**config.mk**
```make
export PLATFORM = sky130hd
export DESIGN_NAME = arb_mux
export DESIGN_NICKNAME = d
export VERILOG_FILES = /design/src/rtl/mux_pkg.sv /design/src/rtl/rr_grant.sv /design/src/rtl/arb_mux.sv
export SDC_FILE = /design/constraint.sdc
export NUM_CORES = 1
export LEC_CHECK = 0
export ABC_AREA = 0
export BUFFER_PORTS_ARGS = -buffer_cell sky130_fd_sc_hd__buf_4
export CAP_MARGIN = 20
export CORE_MARGIN = 5
export CORE_UTILIZATION = 42
export DETAILED_ROUTE_END_ITERATION = 16
export PLACE_DENSITY = 0.71
export SLEW_MARGIN = 10
export SYNTH_ARGS = -nofsm -noshare
export SYNTH_HDL_FRONTEND = slang
export SYNTH_SLANG_ARGS = --single-unit
```
**constraint.sdc**
```tcl
create_clock -name clk -period 4.53 [get_ports clk]
set_input_delay 0.906 -clock clk [delete_from_list [all_inputs] [get_ports clk]]
set_output_delay 0.906 -clock clk [all_outputs]
set_load 0.1 [all_outputs]
```
**src/rtl/mux_pkg.sv**
```systemverilog
// Shared definitions for the arbitrating mux: mode encodings and the
// round-robin pointer wraparound helper.
package mux_pkg;

  typedef enum logic {
    MODE_RR    = 1'b0,
    MODE_FIXED = 1'b1
  } mode_e;

  // Increment a channel index, wrapping from n-1 back to 0.
  function automatic int unsigned next_ptr(input int unsigned g, input int unsigned n);
    return (g + 32'd1 >= n) ? 32'd0 : g + 32'd1;
  endfunction

endpackage

```
**src/rtl/rr_grant.sv**
```systemverilog
// Combinational round-robin grant: first requester at or after ptr,
// searching upward with wraparound; one-hot grant plus encoded index.
module rr_grant #(
  parameter  int unsigned N     = 4,
  localparam int unsigned SEL_W = $clog2(N)
) (
  input  logic [N-1:0]     req,
  input  logic [SEL_W-1:0] ptr,
  output logic [N-1:0]     grant_c,
  output logic [SEL_W-1:0] grant_idx_c
);

  int unsigned cand;
  logic        found;

  always_comb begin
    grant_c     = '0;
    grant_idx_c = '0;
    found       = 1'b0;
    cand        = 32'd0;
    for (int unsigned k = 0; k < N; k++) begin
      // ptr < N and k < N, so a single conditional subtract wraps correctly
      cand = 32'(ptr) + k;
      if (cand >= N) cand = cand - N;
      if (!found && req[SEL_W'(cand)]) begin
        found                   = 1'b1;
        grant_c[SEL_W'(cand)]   = 1'b1;
        grant_idx_c             = SEL_W'(cand);
      end
    end
  end

endmodule

```
**src/rtl/arb_mux.sv**
```systemverilog
// N-way arbitrating mux with a registered output stage and valid/ready
// handshakes; round-robin or steered fixed-select arbitration.
module arb_mux
  import mux_pkg::*;
#(
  parameter  int unsigned WIDTH = 8,
  parameter  int unsigned N     = 4,
  localparam int unsigned SEL_W = $clog2(N)
) (
  input  logic                    clk,
  input  logic                    rst_n,
  input  logic                    mode,
  input  logic [SEL_W-1:0]        sel,
  input  logic [N-1:0]            in_valid,
  input  logic [N-1:0][WIDTH-1:0] in_data,
  output logic [N-1:0]            in_ready,
  output logic                    out_valid,
  output logic [WIDTH-1:0]        out_data,
  output logic [SEL_W-1:0]        out_src,
  input  logic                    out_ready
);

  logic [SEL_W-1:0] ptr_q, ptr_d;
  logic             out_valid_q, out_valid_d;
  logic [WIDTH-1:0] out_data_q, out_data_d;
  logic [SEL_W-1:0] out_src_q, out_src_d;

  logic [N-1:0]     rr_grant_c;
  logic [SEL_W-1:0] rr_idx_c;
  logic [N-1:0]     grant_c;
  logic [SEL_W-1:0] grant_idx_c;
  logic             can_load_c;
  logic             load_c;

  rr_grant #(.N(N)) u_rr_grant (
    .req         (in_valid),
    .ptr         (ptr_q),
    .grant_c     (rr_grant_c),
    .grant_idx_c (rr_idx_c)
  );

  // Mode override, ready gating and next-state for pointer and output register
  always_comb begin
    grant_c     = '0;
    grant_idx_c = '0;
    if (mode_e'(mode) == MODE_FIXED) begin
      if (32'(sel) < N) begin
        grant_c[sel] = in_valid[sel];
        grant_idx_c  = sel;
      end
    end else begin
      grant_c     = rr_grant_c;
      grant_idx_c = rr_idx_c;
    end

    can_load_c = ~out_valid_q | out_ready;
    in_ready   = rst_n ? (grant_c & {N{can_load_c}}) : '0;
    load_c     = |in_ready;

    ptr_d       = ptr_q;
    out_valid_d = out_valid_q & ~out_ready;
    out_data_d  = out_data_q;
    out_src_d   = out_src_q;
    if (load_c) begin
      out_valid_d = 1'b1;
      out_data_d  = in_data[grant_idx_c];
      out_src_d   = grant_idx_c;
      if (mode_e'(mode) == MODE_RR) ptr_d = SEL_W'(next_ptr(32'(grant_idx_c), N));
    end
  end

  always_ff @(posedge clk) begin
    if (!rst_n) begin
      ptr_q       <= '0;
      out_valid_q <= 1'b0;
      out_data_q  <= '0;
      out_src_q   <= '0;
    end else begin
      ptr_q       <= ptr_d;
      out_valid_q <= out_valid_d;
      out_data_q  <= out_data_d;
      out_src_q   <= out_src_d;
    end
  end

  assign out_valid = out_valid_q;
  assign out_data  = out_data_q;
  assign out_src   = out_src_q;

endmodule

```
=== Word level (Yosys, flattened, before mapping) ===
Index checks and enable logic that the tools add are counted.

* Magnitude comparators: 16
* Reductions and logical operators: 13
* Mux-type cells: 42
* Add/sub/neg operators: 8
* Bitwise gates (word level): 10

{| class="wikitable"
|+ Operator list
! operator !! number
|-
| $mux 4 || 6
|-
| $mux 2 || 10
|-
| $lt 2x3->1 const B || 6
|-
| $bmux 8 s2 || 1
|-
| $mux 1 || 14
|-
| $ge 3x3->1 const B || 4
|-
| $or 4x4->4 || 3
|-
| $bmux 1 s2 || 5
|-
| $demux 1 s2 || 5
|-
| $ge 2x1->1 const B || 5
|-
| $and 4x4->4 || 2
|-
| $logic_and 1x1->1 || 8
|-
| $mux 8 || 1
|-
| $sub 2x1->2 const B || 4
|-
| $add 2x1->3 const B || 2
|-
| $add 2x2->3 const B || 2
|-
| $reduce_or 4->1 || 1
|-
| $ge 2x3->1 const B || 1
|-
| $logic_not 1->1 || 3
|-
| $not 1->1 || 3
|-
| $reduce_and 2->1 || 1
|-
| $and 1x1->1 || 1
|-
| $or 1x1->1 || 1
|}

* Output and inout bits: 15
* Flip-flop bits (word level): 13
* Input bits: 42
* Word-level logic and storage cells: 93

=== Depth between registers and ports, before layout ===
* Depth after elaboration: 19
* Depth in mapped cells: 13
* Gate-level depth less buffers: 10

=== Hierarchy ===
Synthesis repeated with hierarchy kept, for this count alone.

* Cell total of the unflattened synthesis: 138
* Area, all modules: 1,340.0 µm²

{| class="wikitable"
|+ By module, submodules not included
! module !! area an instance (µm²) !! cells each !! instances
|-
| arb_mux || 850.8 || 73 || 1
|-
| rr_grant || 489.2 || 65 || 1
|}

=== Worst setup path before layout ===
OpenSTA, ideal clock, no wires.

* Path kind: reg-to-output
* Start: reg ptr_q[0]
* End: out in_ready[3]
* Slack: 0.031 ns
* Data arrival time: 3.593 ns
* Stages on the path, launching flop included: 9
* Data required time: 3.624 ns
* Cell sequence: dfxtp_1 > buf_4 > inv_1 > ha_1 > buf_2 > or3b_4 > a2111oi_4 > o21ai_1 > a311oi_2

* Cells in the longest elaborated chain, start to end: 17

{| class="wikitable"
|+ RTL lines
! what !! line !! source
|-
| start, declared || arb_mux.sv:23 || <nowiki>logic [SEL_W-1:0] ptr_q, ptr_d;</nowiki>
|-
| start signal, assigned || arb_mux.sv:79 || <nowiki>ptr_q <= ptr_d;</nowiki>
|-
| parallel branches: the longest is 13 deep, another holds $add 2x1->3 || n/a ||
|-
| $mux 4 (*) || rr_grant.sv:25 || <nowiki>if (!found && req[SEL_W'(cand)]) begin</nowiki>
|-
| $mux 4 (*) || arb_mux.sv:46 || <nowiki>if (mode_e'(mode) == MODE_FIXED) begin</nowiki>
|-
| $and 4x4->4 (*) || arb_mux.sv:57 || <nowiki>in_ready = rst_n ? (grant_c & {N{can_load_c}}) : '0;</nowiki>
|-
| $mux 4 (*) || arb_mux.sv:57 ||
|-
| end, declared || arb_mux.sv:16 || <nowiki>output logic [N-1:0] in_ready,</nowiki>
|}

Every way passes the cells marked *. The select of a mux whose other input is x is not followed.

=== Worst setup path after layout ===
* Start: reg ptr_q[1]
* End: out in_ready[3]

The elaborated chain is that of the path after synthesis.

==> metrics.txt <==
hold path cells=2; Clock Latency Late Sink=0.28 ns; nets@finish=254; FP Rows=21; Routed WL=3690 um; Post-Syn Area=1440 um^2; Worst EP arrival=3.23 ns; total track usage=15.5%; GP Congestion=0.813; Worst-path clk slew=0.08 ns; IR drop worst, VDD=0.000336 V; Final Skew=0.00562 ns; Yosys reg bits=13; DRC=0; CP max FO=12; CTS Hold Bufs=0; Initial Util=43.3%; status=finished clean; sum of negative setup slack=0 ns; final hold vios=0; post-DP HPWL=2950 um; Yosys top cell by area=mux2i_1; WL/cell=14.9 um; largest net degree at the start of global routing=19; Post-CTS Setup Bufs=0; Tcrit/Tclk final=91.4%; syn avg cell area=9.63 um^2; CTS tree=built; DRT Pass-1 Iters=5; Final Cell Area=1860 um^2; vias in the first global route=1363; Worst EP required=3.62 ns; Post-synth top flop=dfxtp_1; Post-DP Area=1840 um^2; Core ar.=3340 um^2; endpoints failing setup=0; syn_nets=201; synth top area cells=mux2i_1 (19%), dfxtp_1 (18%), ha_1 (7.8%); TritonCTS sink count=13; input/output buffers=56; FFs w/ async S/R, synth=0%; Max Slew Vio Count=0; CTS Root Cell=clkbuf_4; Reg2Reg Depth=10; Power Dens Cells=602 nW/um^2; Post-CTS Resized=0; Worst setup EP type=output port; first-pass GRT wire length=5680 um; number of synthesized flops with an enable pin=0; share of the synthesized area in the top cell type=19.4%; I/O pin cnt=57; diode count=0; RSZ-0062 raised after global routing=no; Die H=68.6 um; CP startpoint kind=flip-flop; Max Freq=0.242 GHz; initial antenna violation count=0; via count=1336; total power=1120 uW; total gr overflow=0; Slew headroom=64.4%; post-synthesis sequential area ratio=18.0%; Area Growth Syn to Fin=29.1%; most frequent cells in the layout=buf_4 (60), mux2i_1 (28), nand2_1 (18); Yosys cell types=40; P_leak=0.000859 uW; 1st-iter DRT viols=24; WS Path Type=reg2out; minimum clock period=4.14 ns; H-tree depth=1; DRT antenna net count=0; Gate Count Post-Synth=150; yosys warns=0; Via-to-Cell Ratio=5.39; TritonCTS Buffers=3; HP Class=reg2reg; share of post-route cells with drive strength above 1=42.6%; commonest non-fill, non-tap cell in the layout=buf_4; worst-margin pin slew=0.534 ns; Die W=68.6 um; full die area=4710 um^2; MaxCap Viol Count=0; CTS max path bufs=2
==> layer usage <==
layer	global-route usage, %	vias to the layer above	share of wire, %
met1	17.2	632	39
met5	0	-	0
met2	28.8	42	56
met3	2.76	6	4.1
met4	5.96	0	1.3
li1	-	656	-
==> layout make-up <==
cell class,instances,area (um^2)
Clock inverter,1,5.00
Tap cell,46,57.6
Multi-Input combinational cell,119,1050
Timing Repair Buffer,60,450
Inverter,6,22.5
Clock buffer,3,22.5
Fill cell,312,1470
Sequential cell,13,260
==> metrics by stage <==
stage / hold slack [ns] / worst slack (ns) / utilization, % / cells
6_report: 0.459 / 0.390 / 55.9 / 248
5_1_grt: 0.492 / 0.191 / 55.9 / 248
4_1_cts: 0.463 / 0.420 / 55.9 / 248
3_5_place_dp: 0.447 / 0.752 / 55.0 / 244
3_3_place_gp: 0.446 / 0.869 / 55.0 / 244
2_1_floorplan: 0.651 / 0.0311 / - / 150
==> sequential cells by signal (all words and copies together) (netlist names) <==
register / flops
out_valid: 1
ptr_q: 2
out_data: 8
out_src: 2
==> report_power, final <==
group	leakage (uW)	total, uW	switching [uW]	internal (uW)
clock network	0.0000177	71.2	38.4	32.8
registers	0.000108	197	35.2	162
logic	0.000733	854	574	280
total	0.000859	1120	648	474
==> worst max-delay path: stages (launching register included) <==
cell and delay [ns]:
dfxtp_1 0.60, inv_1 0.19, ha_1 0.43, or3b_4 0.42, a2111oi_4 0.52, o21ai_1 0.15, a311oi_2 0.30, buf_4 0.34
==> final timing paths <==
check / start / end / slack [ns]
worst max-delay path: ptr_q[1]$_SDFFE_PN0P_ / in_ready[3] / 0.39
worst min-delay path: out_data[6]$_SDFFE_PN0P_ / out_data[6]$_SDFFE_PN0P_ / 0.46
worst max register to register: ptr_q[1]$_SDFFE_PN0P_ / ptr_q[0]$_SDFFE_PN0P_ / 1.06
worst min register to register: out_data[6]$_SDFFE_PN0P_ / out_data[6]$_SDFFE_PN0P_ / 0.46
==> Yosys cell counts, types with 2 or more instances <==
library cell,instances
mux2i_1,28
nand2_1,18
dfxtp_1,13
ha_1,9
a21oi_1,7
mux2_2,7
inv_1,5
nor2b_1,5
o21a_1,5
o21ai_1,5
a311oi_2,4
a31oi_1,4
buf_2,3
mux4_2,3
nand2b_1,3
buf_12,2
buf_4,2
buf_6,2
clkbuf_1,2
nand3b_1,2
o31ai_1,2
==> cell families after synthesis <==
family / synth area share, %
flip-flops: 18.0
adder cells (fa/ha/maj): 7.80
buffers and inverters: 9.53
multiplexers: 31.4
AO/OA/AOI/OAI: 18.8
AND/OR/NAND/NOR: 14.5
Note: power is estimated with default switching activity, not from simulation.
